### config.mk
export PLATFORM = sky130hd
export DESIGN_NAME = thermal_governor_flat
export DESIGN_NICKNAME = d
export VERILOG_FILES = /design/src/rtl/thermal_governor_pkg.sv /design/src/rtl/thermal_governor_if.sv /design/src/rtl/thermal_governor_regs.sv /design/src/rtl/thermal_governor.sv /design/src/flat_wrapper.sv
export SDC_FILE = /design/constraint.sdc
export NUM_CORES = 1
export LEC_CHECK = 0
export ABC_AREA = 1
export BUFFER_PORTS_ARGS = -buffer_cell sky130_fd_sc_hd__buf_2
export CORE_ASPECT_RATIO = 1.25
export CORE_MARGIN = 10
export CORE_UTILIZATION = 58
export DETAILED_ROUTE_END_ITERATION = 8
export PLACE_DENSITY = 0.8
export SETUP_SLACK_MARGIN = 0.3
export SLEW_MARGIN = 25
export SYNTH_ARGS = -nofsm -noshare
export SYNTH_HDL_FRONTEND = slang
export SYNTH_SLANG_ARGS = --single-unit
### constraint.sdc
create_clock -name clk -period 2.79 [get_ports clk]
set_input_delay 0.279 -clock clk [delete_from_list [all_inputs] [get_ports clk]]
set_output_delay 0.279 -clock clk [all_outputs]
set_load 0.01 [all_outputs]
### src/rtl/thermal_governor_pkg.sv
// Shared constants for the thermal governor: register map, CTRL bit
// positions, heater command words and the controller state encoding.
package thermal_pkg;

    localparam logic [1:0] REG_CTRL   = 2'd0;
    localparam logic [1:0] REG_HIGH   = 2'd1;
    localparam logic [1:0] REG_LOW    = 2'd2;
    localparam logic [1:0] REG_STATUS = 2'd3;

    localparam int CTRL_EN_BIT        = 0;
    localparam int CTRL_IRQ_EN_BIT    = 1;
    localparam int STATUS_IRQ_CLR_BIT = 30;

    localparam logic [31:0] HEAT_ON  = 32'd1;
    localparam logic [31:0] HEAT_OFF = 32'd0;

    typedef enum logic [2:0] {
        ST_IDLE    = 3'd0,
        ST_WAIT    = 3'd1,
        ST_READ    = 3'd2,
        ST_CAPTURE = 3'd3,
        ST_DECIDE  = 3'd4,
        ST_WRITE   = 3'd5
    } state_t;

    // STATUS layout: heater state, sticky irq, low 30 bits of the last sample.
    function automatic logic [31:0] status_word(input logic heater,
                                                input logic irq_flag,
                                                input logic [29:0] sample);
        return {heater, irq_flag, sample};
    endfunction

endpackage

### src/rtl/thermal_governor_if.sv
// Avalon-MM bundles used by the thermal governor: the host-facing config
// slave (s0) and the HeatSensor-facing master (m0).
interface thermal_avs_if;
    logic [1:0]  avs_s0_address;
    logic        avs_s0_read;
    logic        avs_s0_write;
    logic [31:0] avs_s0_writedata;
    logic [31:0] avs_s0_readdata;

    modport master (
        output avs_s0_address, avs_s0_read, avs_s0_write, avs_s0_writedata,
        input  avs_s0_readdata
    );
    modport slave (
        input  avs_s0_address, avs_s0_read, avs_s0_write, avs_s0_writedata,
        output avs_s0_readdata
    );
endinterface

interface thermal_avm_if #(parameter int DATA_W = 32);
    logic              avm_m0_read;
    logic              avm_m0_write;
    logic [DATA_W-1:0] avm_m0_writedata;
    logic [DATA_W-1:0] avm_m0_readdata;

    modport master (
        output avm_m0_read, avm_m0_write, avm_m0_writedata,
        input  avm_m0_readdata
    );
    modport slave (
        input  avm_m0_read, avm_m0_write, avm_m0_writedata,
        output avm_m0_readdata
    );
endinterface

### src/rtl/thermal_governor_regs.sv
// Config register file for the thermal governor: CTRL/HIGH/LOW storage,
// registered read-back and the sticky over-temperature interrupt.
// DATA_W must be 30..32 so the STATUS sample field and the 32-bit bus fit.
module thermal_regs
    import thermal_pkg::*;
#(
    parameter int DATA_W = 32
) (
    input  logic              clk,
    input  logic              reset_n,
    thermal_avs_if.slave      avs,
    input  logic              heater_on_i,
    input  logic [DATA_W-1:0] last_sample_i,
    input  logic              irq_set_i,
    output logic              en_o,
    output logic              irq_en_o,
    output logic [DATA_W-1:0] high_o,
    output logic [DATA_W-1:0] low_o,
    output logic              irq_o
);

    logic [1:0]        ctrl_q;
    logic [DATA_W-1:0] high_q;
    logic [DATA_W-1:0] low_q;
    logic              irq_q;
    logic [31:0]       rdata_q;
    logic [31:0]       rdata_d;
    logic              wr_ctrl;
    logic              wr_high;
    logic              wr_low;
    logic              irq_clr;

    assign wr_ctrl = avs.avs_s0_write && (avs.avs_s0_address == REG_CTRL);
    assign wr_high = avs.avs_s0_write && (avs.avs_s0_address == REG_HIGH);
    assign wr_low  = avs.avs_s0_write && (avs.avs_s0_address == REG_LOW);
    assign irq_clr = avs.avs_s0_write && (avs.avs_s0_address == REG_STATUS)
                     && avs.avs_s0_writedata[STATUS_IRQ_CLR_BIT];

    // Host writes to the writable registers; HIGH resets to all-ones so the
    // loop never forces the heater off before thresholds are programmed.
    always_ff @(posedge clk or negedge reset_n) begin
        if (!reset_n) begin
            ctrl_q <= 2'b00;
            high_q <= '1;
            low_q  <= '0;
        end else begin
            if (wr_ctrl) ctrl_q <= avs.avs_s0_writedata[1:0];
            if (wr_high) high_q <= avs.avs_s0_writedata[DATA_W-1:0];
            if (wr_low)  low_q  <= avs.avs_s0_writedata[DATA_W-1:0];
        end
    end

    // Sticky interrupt; a new set wins over a simultaneous clear so no event is lost.
    always_ff @(posedge clk or negedge reset_n) begin
        if (!reset_n) begin
            irq_q <= 1'b0;
        end else if (irq_set_i) begin
            irq_q <= 1'b1;
        end else if (irq_clr) begin
            irq_q <= 1'b0;
        end
    end

    // Read mux; data appears the cycle after the read strobe.
    always_comb begin
        rdata_d = rdata_q;
        if (avs.avs_s0_read) begin
            case (avs.avs_s0_address)
                REG_CTRL: rdata_d = {30'd0, ctrl_q};
                REG_HIGH: rdata_d = 32'(high_q);
                REG_LOW:  rdata_d = 32'(low_q);
                default:  rdata_d = status_word(heater_on_i, irq_q, last_sample_i[29:0]);
            endcase
        end
    end

    // Registered read data.
    always_ff @(posedge clk or negedge reset_n) begin
        if (!reset_n) begin
            rdata_q <= '0;
        end else begin
            rdata_q <= rdata_d;
        end
    end

    assign avs.avs_s0_readdata = rdata_q;
    assign en_o     = ctrl_q[CTRL_EN_BIT];
    assign irq_en_o = ctrl_q[CTRL_IRQ_EN_BIT];
    assign high_o   = high_q;
    assign low_o    = low_q;
    assign irq_o    = irq_q;

endmodule

### src/rtl/thermal_governor.sv
// Closed-loop heater controller: periodically reads the HeatSensor count and
// switches the heater with hysteresis between the LOW and HIGH thresholds.
//
//   state   | meaning
//   --------+---------------------------------------------------------------
//   IDLE    | loop disabled, no bus traffic
//   WAIT    | period down-counter running toward the next sample
//   READ    | one-cycle read strobe to the sensor
//   CAPTURE | waiting out the fixed read latency, then latching the sample
//   DECIDE  | hysteresis compare against HIGH/LOW
//   WRITE   | one-cycle heater command write
module thermal_governor
    import thermal_pkg::*;
#(
    parameter int SAMPLE_PERIOD = 1000,
    parameter int READ_LATENCY  = 1,
    parameter int DATA_W        = 32
) (
    input  logic          clk,
    input  logic          reset_n,
    thermal_avs_if.slave  avs,
    thermal_avm_if.master avm,
    output logic          heater_on,
    output logic          irq
);

    localparam int CNT_W = $clog2(SAMPLE_PERIOD);
    localparam logic [CNT_W-1:0] PERIOD_LOAD = CNT_W'(SAMPLE_PERIOD - 1);
    localparam logic [1:0]       LAT_LOAD    = 2'(READ_LATENCY - 1);
    localparam logic [DATA_W-1:0] CMD_ON     = HEAT_ON[DATA_W-1:0];
    localparam logic [DATA_W-1:0] CMD_OFF    = HEAT_OFF[DATA_W-1:0];

    state_t            state_q;
    logic [CNT_W-1:0]  period_cnt_q;
    logic [1:0]        lat_cnt_q;
    logic [DATA_W-1:0] last_sample_q;
    logic              rd_q;
    logic              wr_q;
    logic [DATA_W-1:0] wdata_q;
    logic              heater_q;

    logic              en;
    logic              irq_en;
    logic [DATA_W-1:0] high;
    logic [DATA_W-1:0] low;
    logic              over_high;
    logic              under_low;
    logic              irq_set;

    thermal_regs #(.DATA_W(DATA_W)) u_regs (
        .clk           (clk),
        .reset_n       (reset_n),
        .avs           (avs),
        .heater_on_i   (heater_q),
        .last_sample_i (last_sample_q),
        .irq_set_i     (irq_set),
        .en_o          (en),
        .irq_en_o      (irq_en),
        .high_o        (high),
        .low_o         (low),
        .irq_o         (irq)
    );

    // Unsigned threshold compares; HIGH is checked first so overlapping
    // thresholds resolve to heater off.
    assign over_high = (last_sample_q >= high);
    assign under_low = (last_sample_q <= low);
    assign irq_set   = (state_q == ST_DECIDE) && over_high && irq_en;

    // Controller FSM with registered bus strobes; heater_q moves on the same
    // edge that raises the write strobe.
    always_ff @(posedge clk or negedge reset_n) begin
        if (!reset_n) begin
            state_q       <= ST_IDLE;
            period_cnt_q  <= '0;
            lat_cnt_q     <= '0;
            last_sample_q <= '0;
            rd_q          <= 1'b0;
            wr_q          <= 1'b0;
            wdata_q       <= '0;
            heater_q      <= 1'b0;
        end else begin
            rd_q <= 1'b0;
            wr_q <= 1'b0;
            case (state_q)
                ST_IDLE: begin
                    if (en) begin
                        state_q  <= ST_WRITE;
                        wr_q     <= 1'b1;
                        wdata_q  <= CMD_OFF;
                        heater_q <= 1'b0;
                    end
                end
                ST_WAIT: begin
                    if (!en) begin
                        if (heater_q) begin
                            state_q  <= ST_WRITE;
                            wr_q     <= 1'b1;
                            wdata_q  <= CMD_OFF;
                            heater_q <= 1'b0;
                        end else begin
                            state_q <= ST_IDLE;
                        end
                    end else if (period_cnt_q == '0) begin
                        state_q <= ST_READ;
                        rd_q    <= 1'b1;
                    end else begin
                        period_cnt_q <= period_cnt_q - 1'b1;
                    end
                end
                ST_READ: begin
                    state_q   <= ST_CAPTURE;
                    lat_cnt_q <= LAT_LOAD;
                end
                ST_CAPTURE: begin
                    if (lat_cnt_q == 2'd0) begin
                        last_sample_q <= avm.avm_m0_readdata;
                        state_q       <= ST_DECIDE;
                    end else begin
                        lat_cnt_q <= lat_cnt_q - 2'd1;
                    end
                end
                ST_DECIDE: begin
                    if (!en) begin
                        if (heater_q) begin
                            state_q  <= ST_WRITE;
                            wr_q     <= 1'b1;
                            wdata_q  <= CMD_OFF;
                            heater_q <= 1'b0;
                        end else begin
                            state_q <= ST_IDLE;
                        end
                    end else if (over_high && heater_q) begin
                        state_q  <= ST_WRITE;
                        wr_q     <= 1'b1;
                        wdata_q  <= CMD_OFF;
                        heater_q <= 1'b0;
                    end else if (!over_high && under_low && !heater_q) begin
                        state_q  <= ST_WRITE;
                        wr_q     <= 1'b1;
                        wdata_q  <= CMD_ON;
                        heater_q <= 1'b1;
                    end else begin
                        state_q      <= ST_WAIT;
                        period_cnt_q <= PERIOD_LOAD;
                    end
                end
                ST_WRITE: begin
                    if (en) begin
                        state_q      <= ST_WAIT;
                        period_cnt_q <= PERIOD_LOAD;
                    end else if (heater_q) begin
                        // Disabled right after switching on: turn it back off.
                        wr_q     <= 1'b1;
                        wdata_q  <= CMD_OFF;
                        heater_q <= 1'b0;
                    end else begin
                        state_q <= ST_IDLE;
                    end
                end
                default: begin
                    state_q <= ST_IDLE;
                end
            endcase
        end
    end

    assign avm.avm_m0_read      = rd_q;
    assign avm.avm_m0_write     = wr_q;
    assign avm.avm_m0_writedata = wdata_q;
    assign heater_on            = heater_q;

endmodule

### src/flat_wrapper.sv
// flat-port wrapper written by rule: the top's interface ports become plain ports
module thermal_governor_flat import thermal_pkg::*;
#(
    parameter int SAMPLE_PERIOD = 1000,
    parameter int READ_LATENCY  = 1,
    parameter int DATA_W        = 32
)
  (clk, reset_n, heater_on, irq, avs_avs_s0_address, avs_avs_s0_read, avs_avs_s0_write, avs_avs_s0_writedata, avs_avs_s0_readdata, avm_avm_m0_read, avm_avm_m0_write, avm_avm_m0_writedata, avm_avm_m0_readdata);
  thermal_avs_if avs_i ();
  thermal_avm_if #(.DATA_W(DATA_W)) avm_i ();
  input  logic clk;
  input  logic reset_n;
  output logic heater_on;
  output logic irq;
  input wire logic [$bits(avs_i.avs_s0_address)-1:0] avs_avs_s0_address;
  input wire logic [$bits(avs_i.avs_s0_read)-1:0] avs_avs_s0_read;
  input wire logic [$bits(avs_i.avs_s0_write)-1:0] avs_avs_s0_write;
  input wire logic [$bits(avs_i.avs_s0_writedata)-1:0] avs_avs_s0_writedata;
  output wire logic [$bits(avs_i.avs_s0_readdata)-1:0] avs_avs_s0_readdata;
  output wire logic [$bits(avm_i.avm_m0_read)-1:0] avm_avm_m0_read;
  output wire logic [$bits(avm_i.avm_m0_write)-1:0] avm_avm_m0_write;
  output wire logic [$bits(avm_i.avm_m0_writedata)-1:0] avm_avm_m0_writedata;
  input wire logic [$bits(avm_i.avm_m0_readdata)-1:0] avm_avm_m0_readdata;
  assign avs_i.avs_s0_address = avs_avs_s0_address;
  assign avs_i.avs_s0_read = avs_avs_s0_read;
  assign avs_i.avs_s0_write = avs_avs_s0_write;
  assign avs_i.avs_s0_writedata = avs_avs_s0_writedata;
  assign avs_avs_s0_readdata = avs_i.avs_s0_readdata;
  assign avm_avm_m0_read = avm_i.avm_m0_read;
  assign avm_avm_m0_write = avm_i.avm_m0_write;
  assign avm_avm_m0_writedata = avm_i.avm_m0_writedata;
  assign avm_i.avm_m0_readdata = avm_avm_m0_readdata;
  thermal_governor #(.SAMPLE_PERIOD(SAMPLE_PERIOD), .READ_LATENCY(READ_LATENCY), .DATA_W(DATA_W)) u_core (.clk(clk), .reset_n(reset_n), .avs(avs_i), .avm(avm_i), .heater_on(heater_on), .irq(irq));
endmodule
==> metrics.md <==
| Metric | Value |
|---|---|
| Gr usage total | `21.29%` |
| Critical path capture point type | `flop` |
| Initial DRC Count | `793` |
| Slew Limit Fails | `0` |
| Clock Power Share | `23.4%` |
| Core box area | `16,980 um^2` |
| Critical Path Most Common Cell | `nand2_4` |
| Switching power | `4.717 mW` |
| Switch share | `40.58%` |
| Leak pwr | `5.993 nW` |
| Clk slew on worst S/H paths | `0.08 ns` |
| Most common cell after layout, fill and taps aside | `nand2_1` |
| Via count of the first global-routing pass | `8,676` |
| Critical path arrival | `2.78 ns` |
| Die area | `23,120 um^2` |
| Layout Nets | `1,461` |
| Detailed Route WL | `27,020 um` |
| Critical-path top delay cell | `dfstp_2` |
| Synth top area cells | `dfrtp_1, nand2_1, dfstp_2` |
| DR WL/cell | `17.34 um` |
| Tmin final | `2.445 ns` |
| Fillers | `1,280` |
| Reg power frac | `33.8%` |
| Number of I/O pins | `138` |
| FF-to-FF End | `u_core.period_cnt_q[6]` |
| Ys async rst share | `100.0%` |
| Total power divided by cell area | `950.4 nW/um^2` |
| Initial antenna violation count | `0` |
| Reg2reg setup slack | `0.34 ns` |
| Via count | `8,856` |
| DR pass1 iterations | `5` |
| Number of hold violations in the final report | `0` |
| Worst setup SP type | `flop` |
| Internal Power | `6.909 mW` |
| RePlAce Congestion | `0.8861` |
| Share of the synthesized area in the top cell type | `36.93%` |
| Drt drc | `0` |
| H-tree depth | `4` |
| Total of max-cap violations | `0` |
| Max Root-Sink Buffers | `2` |
| Maximum vdd drop | `0.0005058 V` |
| Die height | `167.5 um` |
| Largest net degree at the start of global routing | `65` |
| Row Count | `53` |
| Crit path required time | `3.12 ns` |
| TritonCTS clock tree | `built` |
| Seq cells post-synth | `181` |
| Post-Place Cells | `1,503` |
| Port buffer count | `137` |
| Status | `completed` |
| Num CTS Buffers | `17` |
| Layout cells sized above 1 | `30.79%` |
| Fin Setup TNS | `0 ns` |
| Critical-path cell list | `inv_1, ha_4, a21oi_2, o21ai_1, a21oi_1, nand2_2, nand2_2, nand2_4, nor2_4, nand2_4, nand2_4, nand2_8, buf_4, nand3_2, nand2_1` |
| Hold path depth | `2` |
| Post-route ant nets | `0` |
| Number of synthesized flops with an enable pin | `0` |
| Clk_lat worst skew | `0.44 ns` |
| Crit Reg-Reg Startpoint | `u_core.u_regs.high_o[9]` |
| Ys Warns | `0` |
| Multi-input logic area | `5126 um^2` |
| Drt via density | `5.684` |
| Tcrit/Tclk final | `87.64%` |
| First-pass GRT wire length | `41,780 um` |
| Post-Syn Area | `10,100 um^2` |
| Area Growth Syn to Fin | `21.15%` |
| Syn nets | `1,322` |
| Distinct cells, synth | `40` |
| Sequential share of the synthesized area | `45.25%` |
| Starting Density | `59.48%` |
| Skew final | `0.01542 ns` |
| DP HPWL | `17,280 um` |
| Worst-path fanout max | `6` |
| Grt total ovfl | `0` |
| Register area | `4569 um^2` |
| Max stage delay on crit path | `0.53 ns` |
| Clock root cell | `clkbuf_16` |
| Sink of the worst hold path | `u_core.last_sample_q[23]` |
| Most used DFF post-synth | `dfrtp_1` |
| Final instance area | `12,230 um^2` |
| Horiz. Die Dim | `138.0 um` |
| Hold Path Class | `in -> reg` |
| Post-Layout Cell Count | `1,558` |
| # clock sinks | `181` |
| Syn avg cell area | `8.514 um^2` |
| Commonest non-fill, non-tap cells in the layout | `nand2_1, dfrtp_1, o21ai_0, buf_2, inv_1` |
| Dpl cell area | `10,920 um^2` |
| Antenna Cells | `0` |
| RSZ-0062 raised after global routing | `true` |
| Syn Inst Count | `1,186` |
| Maximum clock frequency | `0.4090 GHz` |
| Max_slew headroom | `58.25%` |
| Setup Viol. Count Final | `0` |
| Reg2reg path depth | `15` |
| Combinational power share | `42.8%` |
| CP Class | `reg -> reg` |
| Hold Path Origin | `avm_avm_m0_readdata[23]` |
| Yosys top cell by area | `dfrtp_1` |
| Least-Margin Pin Slew | `0.6263 ns` |
critical path: cells and delay by family, from the launching register on:
family                     cells  cell delay (ns)
buffers and inverters          2             0.26
and+or+nand+nor                9             0.87
AOI/OAI and AO/OA              3             0.41
DFF                            1             0.53
adders and majority gates      1             0.26
layout make-up:
type                            instances  share of cell area (%)
Multi-Input combinational cell        814                   41.90
Sequential cell                       181                   37.35
Timing Repair Buffer                  173                   8.714
Inverter                              138                   4.296
Clock buffer                           19                   3.703
Tap cell                              220                   2.250
Clock inverter                         13                   1.780
synthesized netlist by cell type (all sizes together), types with 4 or more instances:
cell type and instances:
nand3 112, a21oi 71, o22ai 31, nand2 286, nand4 5, clkbuf 38
nor2 39, o21ai 147, dfstp 32, buf 20, nor3 6, ha 66
dfrtp 149, o21a 4, inv 137, mux2 31
per-layer routing:
layer	track usage, %	share of wire (%)
met1	25.01	40
met2	37.13	51
met3	4.669	5.4
met4	8.081	2.9
met5	0	0
worst max-delay path by stage:
| stage | startpoint | endpoint | slack (ns) | depth (start not counted) |
|---|---|---|---|---|
| floorplan | u_core.u_regs.high_o[7] | u_core.avm.avm_m0_writedata[26] | 0.67 | 19 |
| global placement | u_core.u_regs.high_o[7] | u_core.avm.avm_m0_writedata[4] | 0.33 | 16 |
| detailed placement | u_core.period_cnt_q[0] | u_core.period_cnt_q[9] | 0.22 | 13 |
| CTS | u_core.u_regs.high_o[6] | u_core.period_cnt_q[8] | 0.31 | 19 |
| global route | u_core.u_regs.high_o[9] | u_core.period_cnt_q[6] | 0.16 | 15 |
| finish | u_core.u_regs.high_o[9] | u_core.period_cnt_q[6] | 0.34 | 15 |
power by group through the flow:
stage                     registers, mW  clock network (mW)  logic, mW
after global routing               4.01                2.85       5.51
after global placement             3.85                   0       3.93
after floorplan                    3.75                   0       3.21
after CTS                          3.84                2.73       4.11
after detailed placement           3.87                   0       4.05
final                              3.94                2.72       4.97
flip-flops by register name, indices dropped and copies added, names as in the netlist:
register                           cells
u_core.u_regs.high_o                  32
u_core.avm.avm_m0_write                1
u_core.lat_cnt_q                       2
u_core.avm.avm_m0_writedata           32
u_core.avm.avm_m0_read                 1
u_core.heater_on                       1
u_core.last_sample_q                  32
u_core.u_regs.ctrl_q                   2
u_core.state_q                         3
u_core.u_regs.irq_o                    1
u_core.u_regs.low_o                   32
u_core.period_cnt_q                   10
u_core.u_regs.avs.avs_s0_readdata     32
kinds of logic after synthesis:
logic type	count (synthesis)	synth area share, %
AOI/OAI and AO/OA	258	13.54
xor gates and xnor gates	2	0.1735
adders and majority gates	66	8.178
buffers and inverters	196	8.141
DFF	181	45.25
muxes	31	3.457
and+or+nand+nor	452	21.25
per-stage QoR:
| step | total power, mW | hold WS, ns | utilization [%] | setup WS [ns] |
|---|---|---|---|---|
| floorplan | 6.958 | -0.01659 | - | 0.6749 |
| global placement | 7.780 | 0.2587 | 64.31 | 0.3282 |
| detailed placement | 7.919 | 0.2626 | 64.31 | 0.2156 |
| CTS | 10.68 | 0.06232 | 68.38 | 0.3065 |
| global route | 12.37 | 0.06382 | 72.06 | 0.1631 |
| finish | 11.63 | 0.06925 | 72.06 | 0.3449 |
what timing repair did:
| item | 4_1_cts | 5_1_grt |
|---|---|---|
| buffers inserted | 0 | 14 |
| gates resized for setup | 2 | 69 |
| cloned | 0 | 8 |
| hold endpoints to repair | 43 | 0 |
| endpoints found under the setup margin | 36 | 44 |
| hold buffers | 1 | 0 |
| pin swaps | 0 | 27 |
Note: power is estimated with default switching activity, not from simulation.
